===== config.mk =====
export PLATFORM = sky130hd
export DESIGN_NAME = chanlink_rd_arbiter
export DESIGN_NICKNAME = d
export VERILOG_FILES = /design/src/rtl/chanlink_pkg.sv /design/src/rtl/chanlink_rd_arbiter_rr_pick.sv /design/src/rtl/chanlink_rd_arbiter.sv
export SDC_FILE = /design/constraint.sdc
export NUM_CORES = 1
export LEC_CHECK = 0
export ABC_AREA = 1
export CAP_MARGIN = 20
export CELL_PAD_IN_SITES_DETAIL_PLACEMENT = 0
export CELL_PAD_IN_SITES_GLOBAL_PLACEMENT = 1
export CORE_AREA = 2 2 116 118
export CTS_CLUSTER_DIAMETER = 30
export DETAILED_ROUTE_END_ITERATION = 10
export DIE_AREA = 0 0 118 120
export PLACE_DENSITY_LB_ADDON = 0.25
export SLEW_MARGIN = 10
export SYNTH_ARGS = -nofsm -noshare
export SYNTH_HDL_FRONTEND = slang
export SYNTH_SLANG_ARGS = --single-unit

===== constraint.sdc =====
create_clock -name clk_i -period 6.5 [get_ports clk_i]
set_input_delay 1.625 -clock clk_i [delete_from_list [all_inputs] [get_ports clk_i]]
set_output_delay 1.625 -clock clk_i [all_outputs]
set_load 0.005 [all_outputs]

===== src/rtl/chanlink_pkg.sv =====
// Shared definitions for the chanlink readout arbiter and its helpers.
package chanlink_pkg;

   localparam int FRAME_W = 16;
   localparam int ID_W    = 3;

   // Frame delimiters emitted by the channel FIFOs.
   localparam logic [FRAME_W-1:0] FRAME_HDR = 16'h700C;
   localparam logic [FRAME_W-1:0] FRAME_TRL = 16'h7FFF;

   typedef enum logic [1:0] {
      IDLE  = 2'd0,
      GRANT = 2'd1,
      GAP   = 2'd2
   } arbState_e;

endpackage


===== src/rtl/chanlink_rd_arbiter_rr_pick.sv =====
// Combinational round-robin priority picker: the first eligible requester
// found after the last-served slot wins.
module rr_pick
   import chanlink_pkg::*;
#(
   parameter int N_CH = 6
)
(
   input  logic [N_CH-1:0] elig_i,
   input  logic [ID_W-1:0] ptr_i,
   output logic [N_CH-1:0] gnt_o,
   output logic [ID_W-1:0] idx_o,
   output logic            any_o
);

   // Walk upward from ptr+1, wrapping, and keep the first set bit.
   always_comb begin
      int               cand;
      logic [ID_W-1:0]  candIdx;
      gnt_o   = '0;
      idx_o   = '0;
      any_o   = 1'b0;
      cand    = 0;
      candIdx = '0;
      for (int off = 1; off <= N_CH; off++) begin
         cand    = (int'(ptr_i) + off) % N_CH;
         candIdx = ID_W'(cand);
         if (!any_o && elig_i[candIdx]) begin
            gnt_o[candIdx] = 1'b1;
            idx_o          = candIdx;
            any_o          = 1'b1;
         end
      end
   end

endmodule


===== src/rtl/chanlink_rd_arbiter.sv =====
// Shares one readout link between N_CH channel FIFOs: round-robin grant held
// for a whole frame, registered data mux, idle gap and stall timeout.
module chanlink_rd_arbiter
   import chanlink_pkg::*;
#(
   parameter int N_CH    = 6,
   parameter int GAP_CYC = 2,
   parameter int TMO_CYC = 255
)
(
   input  logic                    clk_i,
   input  logic                    rst_ni,
   input  logic                    ena_i,
   input  logic [N_CH-1:0]         chMask_i,
   input  logic [N_CH-1:0]         chRdy_i,
   input  logic [N_CH-1:0]         chDvalid_i,
   input  logic [N_CH-1:0]         chLast_i,
   input  logic [FRAME_W*N_CH-1:0] chDout_i,
   output logic [N_CH-1:0]         chGnt_o,
   output logic [FRAME_W-1:0]      dout_o,
   output logic                    dvalid_o,
   output logic                    lastWrd_o,
   output logic [ID_W-1:0]         gntId_o,
   output logic                    busy_o,
   output logic                    tmoErr_o,
   output logic [7:0]              tmoCnt_o
);

   localparam logic [7:0]      TMO_LIM = 8'(TMO_CYC - 1);
   localparam logic [3:0]      GAP_LD  = 4'(GAP_CYC);
   localparam logic [ID_W-1:0] PTR_RST = ID_W'(N_CH - 1);

   arbState_e         state_q;
   logic [ID_W-1:0]   ptr_q;
   logic [N_CH-1:0]   chGnt_q;
   logic [ID_W-1:0]   gntId_q;
   logic              busy_q;
   logic [FRAME_W-1:0] dout_q;
   logic              dvalid_q;
   logic              lastWrd_q;
   logic              tmoErr_q;
   logic [7:0]        tmoCnt_q;
   logic [7:0]        tmoCnt_d;
   logic [7:0]        tmr_q;
   logic [3:0]        gapCnt_q;

   logic [N_CH-1:0]   elig;
   logic [N_CH-1:0]   pickGnt;
   logic [ID_W-1:0]   pickIdx;
   logic              pickAny;

   logic [FRAME_W-1:0] selDout;
   logic              selValid;
   logic              selLast;

   assign elig     = chRdy_i & ~chMask_i;
   assign tmoCnt_d = (tmoCnt_q == 8'hFF) ? tmoCnt_q : tmoCnt_q + 8'd1;

   rr_pick #(.N_CH(N_CH)) uPick (
      .elig_i (elig),
      .ptr_i  (ptr_q),
      .gnt_o  (pickGnt),
      .idx_o  (pickIdx),
      .any_o  (pickAny)
   );

   // Select the granted channel's stream; nothing passes once the grant drops.
   always_comb begin
      selDout  = '0;
      selValid = 1'b0;
      selLast  = 1'b0;
      for (int i = 0; i < N_CH; i++) begin
         if (chGnt_q[i]) begin
            selDout  = chDout_i[i*FRAME_W +: FRAME_W];
            selValid = chDvalid_i[i];
            selLast  = chLast_i[i];
         end
      end
   end

   // Arbitration FSM with all link outputs registered in the same block.
   always_ff @(posedge clk_i or negedge rst_ni) begin
      if (!rst_ni) begin
         state_q   <= IDLE;
         ptr_q     <= PTR_RST;
         chGnt_q   <= '0;
         gntId_q   <= '0;
         busy_q    <= 1'b0;
         dout_q    <= '0;
         dvalid_q  <= 1'b0;
         lastWrd_q <= 1'b0;
         tmoErr_q  <= 1'b0;
         tmoCnt_q  <= '0;
         tmr_q     <= '0;
         gapCnt_q  <= '0;
      end else begin
         tmoErr_q  <= 1'b0;
         dout_q    <= '0;
         dvalid_q  <= 1'b0;
         lastWrd_q <= 1'b0;
         unique case (state_q)
            IDLE: begin
               if (ena_i && pickAny) begin
                  chGnt_q <= pickGnt;
                  gntId_q <= pickIdx;
                  ptr_q   <= pickIdx;
                  busy_q  <= 1'b1;
                  tmr_q   <= '0;
                  state_q <= GRANT;
               end
            end
            GRANT: begin
               dout_q    <= selDout;
               dvalid_q  <= selValid;
               lastWrd_q <= selLast & selValid;
               if (selValid) begin
                  tmr_q <= '0;
                  if (selLast) begin
                     chGnt_q  <= '0;
                     gapCnt_q <= GAP_LD;
                     state_q  <= GAP;
                  end
               end else if (tmr_q == TMO_LIM) begin
                  chGnt_q  <= '0;
                  dvalid_q <= 1'b0;
                  tmoErr_q <= 1'b1;
                  tmoCnt_q <= tmoCnt_d;
                  gapCnt_q <= GAP_LD;
                  state_q  <= GAP;
               end else begin
                  tmr_q <= tmr_q + 8'd1;
               end
            end
            GAP: begin
               if (gapCnt_q == 4'd0) begin
                  busy_q  <= 1'b0;
                  state_q <= IDLE;
               end else begin
                  gapCnt_q <= gapCnt_q - 4'd1;
               end
            end
            default: state_q <= IDLE;
         endcase
      end
   end

   assign chGnt_o   = chGnt_q;
   assign dout_o    = dout_q;
   assign dvalid_o  = dvalid_q;
   assign lastWrd_o = lastWrd_q;
   assign gntId_o   = gntId_q;
   assign busy_o    = busy_q;
   assign tmoErr_o  = tmoErr_q;
   assign tmoCnt_o  = tmoCnt_q;

endmodule

==> results of run 1 <==
[logic make-up (layout without fill, tap and decap cells)]
kind of cell,count (synthesis),count (layout),share of synthesized area [%]
AO/OA/AOI/OAI,117,117,15.47
XOR/XNOR,14,14,3.018
adder cells (fa/ha/maj),15,15,4.353
buffers and inverters,89,235,8.357
flip-flops,53,53,30.82
multiplexers,16,16,3.714
AND/OR/NAND/NOR,308,308,34.27
[metrics by stage]
| step | setup WS (ns) | utilization (%) | cells |
|---|---|---|---|
| 4_1_cts | 2.679 | 47.70 | 933 |
| 3_3_place_gp | 2.634 | 46.37 | 925 |
| 6_report | 2.694 | 47.75 | 934 |
| 5_1_grt | 2.245 | 47.75 | 934 |
| 3_5_place_dp | 2.519 | 46.37 | 925 |
| 2_1_floorplan | 3.432 | - | 612 |
[final timing paths]
kind	start	end	slack [ns]	depth (start not counted)
min in group asynchronous	rst_ni	tmoCnt_o[3]	1.45	2
worst min-delay path	tmr_q[4]	tmr_q[4]	0.48	2
worst max register to register	ptr_q[0]	chGnt_o[3]	2.69	19
worst min register to register	tmr_q[4]	tmr_q[4]	0.48	2
max in group asynchronous	rst_ni	gapCnt_q[2]	4.59	2
worst max-delay path	ptr_q[0]	chGnt_o[3]	2.69	19
[power groups by stage]
stage          registers [mW]  logic [mW]  clock network (mW)
2_1_floorplan           0.484        1.29                   0
3_3_place_gp            0.548        1.69                   0
3_5_place_dp            0.549        1.71                   0
4_1_cts                 0.544        1.72               0.309
5_1_grt                 0.562        1.94               0.322
6_report                0.542        1.73               0.301
[flip-flops by register name, indices dropped and copies added, names as in the netlist]
register,cells
dout_o,16
tmoCnt_o,8
tmr_q,8
chGnt_o,6
gapCnt_q,4
ptr_q,3
gntId_o,2
state_q,2
busy_o,1
dvalid_o,1
lastWrd_o,1
tmoErr_o,1
[area by class of cell]
cell class	count	area [sq um]	area share (%)
clock buffer	7	142.6	2.301
inverter	66	252.7	4.078
sequential	53	1329	21.44
timing repair buffer	161	1602	25.84
tap	176	220.2	3.553
multi-input combinational	470	2623	42.31
clock inverter	1	30.03	0.4845
[placed cells by master, fill, tap and decap left out, drive strengths merged, types with 7 or more instances in the layout]
master	instances
mux2i	16
ha	15
clkbuf	7
dfrtp	51
nand2	187
a22oi	18
nand3	61
a21oi	24
clkdlybuf4s50	158
xnor2	9
inv	65
nand4	13
o21ai	68
nor2	40
[worst register-to-register path, stage by stage, from the launching register on]
cell and delay (ns):
dfstp_2 0.85, inv_2 0.25, ha_1 0.32, xnor2_2 0.26, ha_1 0.28, nor2_1 0.10
nand3_1 0.07, nand2_1 0.14, nand2_1 0.11, nand2_1 0.14, nand3_1 0.11, nand3_1 0.11
nand2_2 0.09, nor2_8 0.19, nand4_4 0.11, nand3_2 0.23, nand2_1 0.11, inv_2 0.11
nand2_1 0.06, nand2_1 0.10
[per-layer routing]
layer | vias to the layer above | track usage, % | routed length (microns)
li1 | 2304 | - | -
met1 | 1961 | 25.99 | 6157
met2 | 138 | 29.51 | 6031
met3 | 12 | 2.804 | 714
met4 | 0 | 4.292 | 204
met5 | - | 0 | 0
==> impl_metrics.json, run 1 <==
{
  "status": "finished clean",
  "synth_warnings": 0,
  "dieWidth_microns": 118,
  "grt_pass1_vias": 4263,
  "tns_ns": 0,
  "pwr-share-seq_pct": 21.1,
  "final_cell_area_sq_um": 6198,
  "antenna_found_initial": 0,
  "fmax_mhz": 262.7,
  "synth_edf_count": 0,
  "synth_top_area_share_pct": 29.60,
  "drc": 0,
  "grt_pass1_wl_microns": 21180,
  "cts.clk_slew.worst_paths_ns": 0.06,
  "timing.critical_path.buf_inv": 2,
  "skew_ns": 0.005708,
  "finalSetupViolCount": 0,
  "ctsHoldBuffers": 0,
  "hold_ws_ns": 0.4776,
  "critPathSlowestCell": "dfstp_2",
  "report.final.slew_viol_count": 0,
  "min_path_type": "reg -> reg",
  "cts_tree": "done",
  "fin_nets": 895,
  "ys_seq_elements": 53,
  "drive_above_1_share_pct": 8.311,
  "arrival_ns": 4.03,
  "cp_data_required_time_ns": 6.72,
  "p_int_mw": 1.269,
  "root_buffer": "clkbuf_16",
  "post_cts_resized": 0,
  "core_area_sq_um": 12980,
  "clkLatencyLatePin_ns": 0.28,
  "placed_area_sq_um": 6018,
  "synth_nets": 750,
  "grt_start_max_net_pins": 54,
  "maxCapViolCount": 0,
  "cp_top_family": "simple AND/OR/NAND/NOR gates",
  "drt_pass1_iterations": 4,
  "cts_sinks": 53,
  "place_hpwl_microns": 10710,
  "synth_most_common_cell": "nand2_1",
  "post-cts-setup-buffers": 0,
  "synthCells": 612,
  "crit_top_cell": "nand2_1",
  "yosysTopAreaCell": "dfrtp_1",
  "finalHoldViolCount": 0,
  "switchingPower_mw": 1.302,
  "io_pins": 160,
  "antennaDiodeCount": 0,
  "async_flop_share_pct": 100.0,
  "timing.final.crit_period_ns": 3.806,
  "drt_iter0_markers": 324,
  "slew_headroom_pct": 35.25,
  "grtUsageTotal_pct": 18.36,
  "gp_congestion": 0.8830,
  "tightest_slew_ns": 0.9713,
  "powerDensity_nw_per_um2": 414.8,
  "vias_per_cell": 4.727,
  "synth_flop_cell": "dfrtp_1",
  "grt-ovfl-total": 0,
  "die_area_sq_um": 14160,
  "htreeDepth": 2,
  "netlist_area_sq_um": 4312,
  "crit_fanout": 27,
  "path_class": "reg -> reg",
  "slowest_delay_ns": 0.85,
  "ys_types": 41,
  "start_kind": "flip-flop",
  "cp_cell_sequence": "inv_2 > ha_1 > xnor2_2 > ha_1 > nor2_1 > nand3_1 > nand2_1 > nand2_1 > nand2_1 > nand3_1 > nand3_1 > nand2_2 > nor2_8 > nand4_4 > nand3_2 > nand2_1 > inv_2 > nand2_1 > nand2_1",
  "synth_area_leaders": "dfrtp_1 (30%), nand2_1 (14%), o21ai_0 (7.1%)",
  "yosysSeqAreaShare_pct": 30.82,
  "endpoint_kind": "flip-flop",
  "combPwrFrac_pct": 67.2,
  "peakVddDrop_v": 0.0001535,
  "rsz0062_at_grt": "no",
  "start_util_pct": 33.22,
  "numCtsBuffers": 5,
  "p_total_mw": 2.571,
  "power_leakage_nw": 2.919,
  "io_buffer_count": 159,
  "vias": 4415,
  "fillers": 1318,
  "wl_microns": 13110,
  "drtAntennaViolNets": 0,
  "wl_per_cell_microns": 14.03,
  "cts_max_path_buffers": 2,
  "placementRows": 42,
  "avgSynthCellArea_sq_um": 7.045,
  "area_delta_synth_final_pct": 43.76,
  "ys_top_cells_by_count": "nand2_1 (165), o21ai_0 (61), inv_1 (56)",
  "clkPwrFrac_pct": 11.7,
  "swShare_pct": 50.63,
  "timing.final.crit_share_pct": 58.56,
  "fp.dieH_microns": 120
}
No activity file was read; power rests on OpenSTA's default activity.
==> inputs of run 2 (changes only) <==
- CORE_AREA: 2 2 116 118 -> 2 2 128 130
- DIE_AREA: 0 0 118 120 -> 0 0 130 132
- clock period: 6.5 -> 3.3 ns (I/O delays scaled with it)
==> run 2 against run 1 <==
First-iteration DRC count decreased by 33%; largest power group unchanged; register-to-register slack worse by 2.4 ns; critical path depth did not move; critical path type unchanged; final cell count rose by 6.2%; clock power grew 74%; sequential share of layout area down 0.62 points; via count is 1.9% higher; critical endpoint is now gntId_o[0].
==> impl_metrics.json, run 2 (synthesis gave the netlist of run 1 again) <==
{
  "timing.rr.start": "ptr_q[1]",
  "timing.final.crit_period_ns": 3.029,
  "fp.dieH_microns": 132,
  "switchingPower_mw": 2.678,
  "cp-startpoint": "ptr_q[1]",
  "hold_ws_ns": 0.4553,
  "layout_common_cells": "nand2_1 (164), clkdlybuf4s50_1 (158), o21ai_0 (61)",
  "cts_sinks": 53,
  "vias": 4499,
  "largest_register_ffs": 16,
  "final_common_cell": "nand2_1",
  "cts_max_path_buffers": 2,
  "finalSetupViolCount": 0,
  "timing.final.crit_share_pct": 91.80,
  "pwr-share-seq_pct": 18.5,
  "grtUsageTotal_pct": 16.33,
  "cts_tree": "done",
  "fillers": 1665,
  "drtAntennaViolNets": 0,
  "drt_pass1_iterations": 4,
  "start_util_pct": 27.44,
  "tightest_slew_ns": 0.7585,
  "grt-ovfl-total": 0,
  "cts.clk_slew.worst_paths_ns": 0.08,
  "p_total_mw": 5.206,
  "slew_headroom_pct": 49.38,
  "start_kind": "flip-flop",
  "placementRows": 46,
  "min_path_type": "in -> async",
  "io_pins": 160,
  "path_class": "reg -> reg",
  "powerDensity_nw_per_um2": 815.5,
  "dieWidth_microns": 130,
  "peakVddDrop_v": 0.0002810,
  "grt_pass1_wl_microns": 22310,
  "drive_above_1_share_pct": 10.70,
  "io_buffer_count": 159,
  "antennaDiodeCount": 0,
  "skew_ns": 0.01435,
  "core_area_sq_um": 15710,
  "htreeDepth": 2,
  "grt_start_max_net_pins": 36,
  "arrival_ns": 3.21,
  "report.final.slew_viol_count": 0,
  "clkPwrFrac_pct": 10.1,
  "status": "finished clean",
  "drt_iter0_markers": 216,
  "combPwrFrac_pct": 71.5,
  "final_util_pct": 40.63,
  "swShare_pct": 51.43,
  "fmax_mhz": 330.1,
  "fin_nets": 913,
  "power_leakage_nw": 2.988,
  "wl_per_cell_microns": 14.41,
  "endpoint_kind": "flip-flop",
  "vias_per_cell": 4.535,
  "rsz0062_at_grt": "no",
  "grt_pass1_vias": 4389,
  "clkLatencyLatePin_ns": 0.30,
  "antenna_found_initial": 0,
  "die_area_sq_um": 17160,
  "drc": 0,
  "cp_data_required_time_ns": 3.48,
  "tns_ns": 0,
  "finalHoldViolCount": 0,
  "numCtsBuffers": 5,
  "wl_microns": 14300,
  "p_int_mw": 2.528,
  "root_buffer": "clkbuf_16",
  "maxCapViolCount": 0,
  "gp_congestion": 0.8378,
  "area_delta_synth_final_pct": 48.06,
  "crit_fanout": 8,
  "place_hpwl_microns": 11840
}
-- run 2: final timing paths --
check | end | slack [ns] | cells after the start
min | tmoCnt_o[0] | 0.46 | 1
min reg2reg | tmr_q[4] | 0.48 | 2
max in group asynchronous | dout_o[1] | 2.02 | 2
max reg2reg | gntId_o[0] | 0.27 | 19
max | gntId_o[0] | 0.27 | 19
min in group clk_i | tmr_q[4] | 0.48 | 2
-- run 2: power groups by stage --
stage / Combinational (mW) / Sequential (mW) / Clock (mW)
floorplan: 2.54 / 0.953 / 0
global placement: 3.60 / 0.975 / 0
detailed placement: 3.65 / 0.981 / 0
CTS: 3.67 / 0.971 / 0.540
global route: 4.16 / 0.979 / 0.562
finish: 3.72 / 0.961 / 0.524
-- run 2: per-layer routing --
layer	vias up	share of wire (%)	track usage (%)
li1	2333	-	-
met1	2052	46	22.67
met2	102	49	27.37
met3	12	3.6	1.786
met4	0	1.5	3.286
met5	-	0	0
-- run 2: through the flow --
step	instances	area (sq um)	setup WS (ns)
2_1_floorplan	612	4312	0.3358
3_3_place_gp	980	6181	0.2473
3_5_place_dp	980	6181	0.1615
4_1_cts	988	6329	0.1369
5_1_grt	992	6384	0.005232
6_report	992	6384	0.2708
-- run 2: layout make-up --
| type | count | area (sq um) | area share, % |
|---|---|---|---|
| Timing Repair Buffer | 179 | 1737 | 27.21 |
| Tap cell | 216 | 270.3 | 4.234 |
| Clock inverter | 3 | 22.52 | 0.3528 |
| Inverter | 66 | 252.7 | 3.959 |
| Sequential cell | 53 | 1329 | 20.82 |
| Clock buffer | 5 | 125.1 | 1.960 |
| Multi-Input combinational cell | 470 | 2648 | 41.47 |
-- run 2: what timing repair did --
action	in CTS	in global routing
endpoints found under the setup margin	0	19
hold buffers	0	0
gates resized for setup	0	4
buffers inserted	0	4
-- run 2: critical path, cell delays in order (launching register included) --
cell and delay (ns):
dfrtp_1 0.40, buf_4 0.17, ha_1 0.25, a21oi_4 0.18, inv_2 0.07, ha_1 0.29
nor2_1 0.11, nand3_1 0.10, nand2_2 0.10, nand3_1 0.14, a21boi_1 0.22, nand2_1 0.10
nand2_2 0.13, nor2_8 0.07, nand2_1 0.11, nor2_1 0.05, nor2_1 0.15, nand3_1 0.14
nand2_2 0.09, nand2_1 0.05
==> inputs of run 3 (changes only) <==
- HOLD_SLACK_MARGIN: unset -> 0.1
- PLACE_DENSITY: unset -> 0.8
- PLACE_DENSITY_LB_ADDON: 0.25 -> unset
==> run 3 against run 2 <==
Fmax increased by 0.51%; critical endpoint is now chGnt_o[5]; hold slack gained 0.047 ns; global-route usage down 0.20 points; core utilization shrank 0.080 points.
==> impl_metrics.json, run 3 (synthesis gave the netlist of run 1 again) <==
{
  "drtAntennaViolNets": 0,
  "htreeDepth": 2,
  "final_cell_area_sq_um": 6371,
  "endpoint_kind": "flip-flop",
  "io_buffer_count": 159,
  "timing.final.crit_period_ns": 3.014,
  "combPwrFrac_pct": 70.1,
  "largest_register_ffs": 16,
  "wl_per_cell_microns": 13.77,
  "drt_iter0_markers": 278,
  "fmax_mhz": 331.8,
  "switchingPower_mw": 2.609,
  "placementRows": 46,
  "numCtsBuffers": 5,
  "drive_above_1_share_pct": 10.58,
  "timing.rr.start": "ptr_q[2]",
  "arrival_ns": 3.20,
  "core_area_sq_um": 15710,
  "pwr-share-seq_pct": 19.0,
  "cts.clk_slew.worst_paths_ns": 0.08,
  "post-place-ws_ns": 0.1739,
  "finalSetupViolCount": 0,
  "critPathSlowestCell": "dfstp_2",
  "start_util_pct": 27.44,
  "finalWorstSetupSlack_ns": 0.2863,
  "final_util_pct": 40.55,
  "cp_cell_sequence": "inv_2 > ha_1 > nand2_1 > nand2_1 > ha_1 > inv_1 > nand2_1 > o21ai_2 > nand2_1 > nand2_1 > nand2_2 > nand3_1 > nand3_1 > nand4_1 > nand2_1 > nor2_1 > nor2_1 > nand2_1 > nand2_1",
  "slew_headroom_pct": 43.96,
  "start_kind": "flip-flop",
  "slowest_delay_ns": 0.58,
  "min_path_type": "reg -> reg",
  "powerDensity_nw_per_um2": 804.8,
  "crit_top_cell": "nand2_1",
  "cp-endpoint": "chGnt_o[5]",
  "maxCapViolCount": 0,
  "grt_start_max_net_pins": 54,
  "timing.final.crit_share_pct": 91.33,
  "fin_nets": 912,
  "cp_data_required_time_ns": 3.48,
  "fillers": 1659,
  "path_class": "reg -> reg",
  "io_pins": 160,
  "swShare_pct": 50.89,
  "grt-ovfl-total": 0,
  "p_total_mw": 5.128,
  "placed_area_sq_um": 6196,
  "dieWidth_microns": 130,
  "wl_microns": 13640,
  "root_buffer": "clkbuf_16",
  "tns_ns": 0,
  "skew_ns": 0.01175,
  "cts_tree": "done",
  "antenna_found_initial": 0,
  "vias_per_cell": 4.496,
  "power_leakage_nw": 2.996,
  "cp-startpoint": "ptr_q[2]",
  "drc": 0,
  "p_int_mw": 2.518,
  "report.final.slew_viol_count": 0,
  "status": "finished clean",
  "clkPwrFrac_pct": 10.9,
  "finalHoldViolCount": 0,
  "clkLatencyLatePin_ns": 0.30,
  "grtUsageTotal_pct": 16.13,
  "vias": 4456,
  "antennaDiodeCount": 0,
  "reg2regPathDepth": 19,
  "grt_pass1_vias": 4339,
  "grt_pass1_wl_microns": 22220,
  "r2r_end": "chGnt_o[5]",
  "drt_pass1_iterations": 4,
  "gp_congestion": 0.8344,
  "cts_sinks": 53,
  "die_area_sq_um": 17160,
  "cts_max_path_buffers": 2,
  "area_delta_synth_final_pct": 47.77,
  "layout_common_cells": "nand2_1 (165), clkdlybuf4s50_1 (158), o21ai_0 (61)",
  "place_hpwl_microns": 10880,
  "regToRegSetupSlack_ns": 0.29,
  "crit_fanout": 5,
  "peakVddDrop_v": 0.0003512,
  "tightest_slew_ns": 0.8397,
  "fp.dieH_microns": 132,
  "final_common_cell": "nand2_1"
}
==> run 3: cell count changes in the layout (fill, tap and decap cells not counted), sizes merged <==
cell and change:
clkinvlp -3, buf -1, inv +3
==> run 3: critical path, delay by kind of cell (launching register included) <==
kind / cells / cell delay (ns)
AOI/OAI and AO/OA: 1 / 0.17
adders and majority gates: 2 / 0.53
buffers and inverters: 2 / 0.12
DFF: 1 / 0.58
and+or+nand+nor: 14 / 1.48
==> run 3: through the flow <==
step	std cells	hold WS, ns
2_1_floorplan	612	0.4419
3_3_place_gp	982	0.4551
3_5_place_dp	982	0.4864
4_1_cts	990	0.5103
5_1_grt	991	0.5330
6_report	991	0.5023
==> run 3: per-layer routing <==
layer | GRT usage (%) | vias up | part of all wire, %
met5 | 0 | - | 0
met4 | 2.927 | 0 | 0.91
met3 | 2.151 | 10 | 3.8
met2 | 26.64 | 95 | 48
met1 | 22.61 | 2015 | 48
li1 | - | 2336 | -
==> run 3: worst min-delay path by stage <==
stage / from / end / slack [ns] / cells past startpoint
6_report: tmr_q[4] / tmr_q[4] / 0.50 / 2
5_1_grt: gntId_o[2] / gntId_o[2] / 0.53 / 2
4_1_cts: gntId_o[2] / gntId_o[2] / 0.51 / 2
3_5_place_dp: gntId_o[2] / gntId_o[2] / 0.49 / 2
3_3_place_gp: tmr_q[4] / tmr_q[4] / 0.46 / 2
2_1_floorplan: tmr_q[4] / tmr_q[4] / 0.44 / 2
==> run 3: final cells by class <==
class	count	area, sq um	area share [%]
timing repair buffer	178	1729	27.14
clock inverter	3	28.78	0.4517
clock buffer	5	125.1	1.964
tap	216	270.3	4.242
sequential	53	1330	20.88
multi-input combinational	470	2635	41.36
inverter	66	252.7	3.967
==> run 3: power by group through the flow <==
| stage | sequential, mW | clock (mW) | combinational [mW] |
|---|---|---|---|
| floorplan | 0.953 | 0 | 2.54 |
| global placement | 0.988 | 0 | 3.56 |
| detailed placement | 0.993 | 0 | 3.56 |
| CTS | 0.982 | 0.580 | 3.58 |
| global route | 0.997 | 0.609 | 4.06 |
| finish | 0.973 | 0.560 | 3.59 |
==> run 3: repair_timing <==
item	in CTS	in global routing
setup endpoints to repair	0	19
gates resized for setup	0	3
hold buffers	0	0
hold endpoints to repair	0	0
setup buffers	0	1
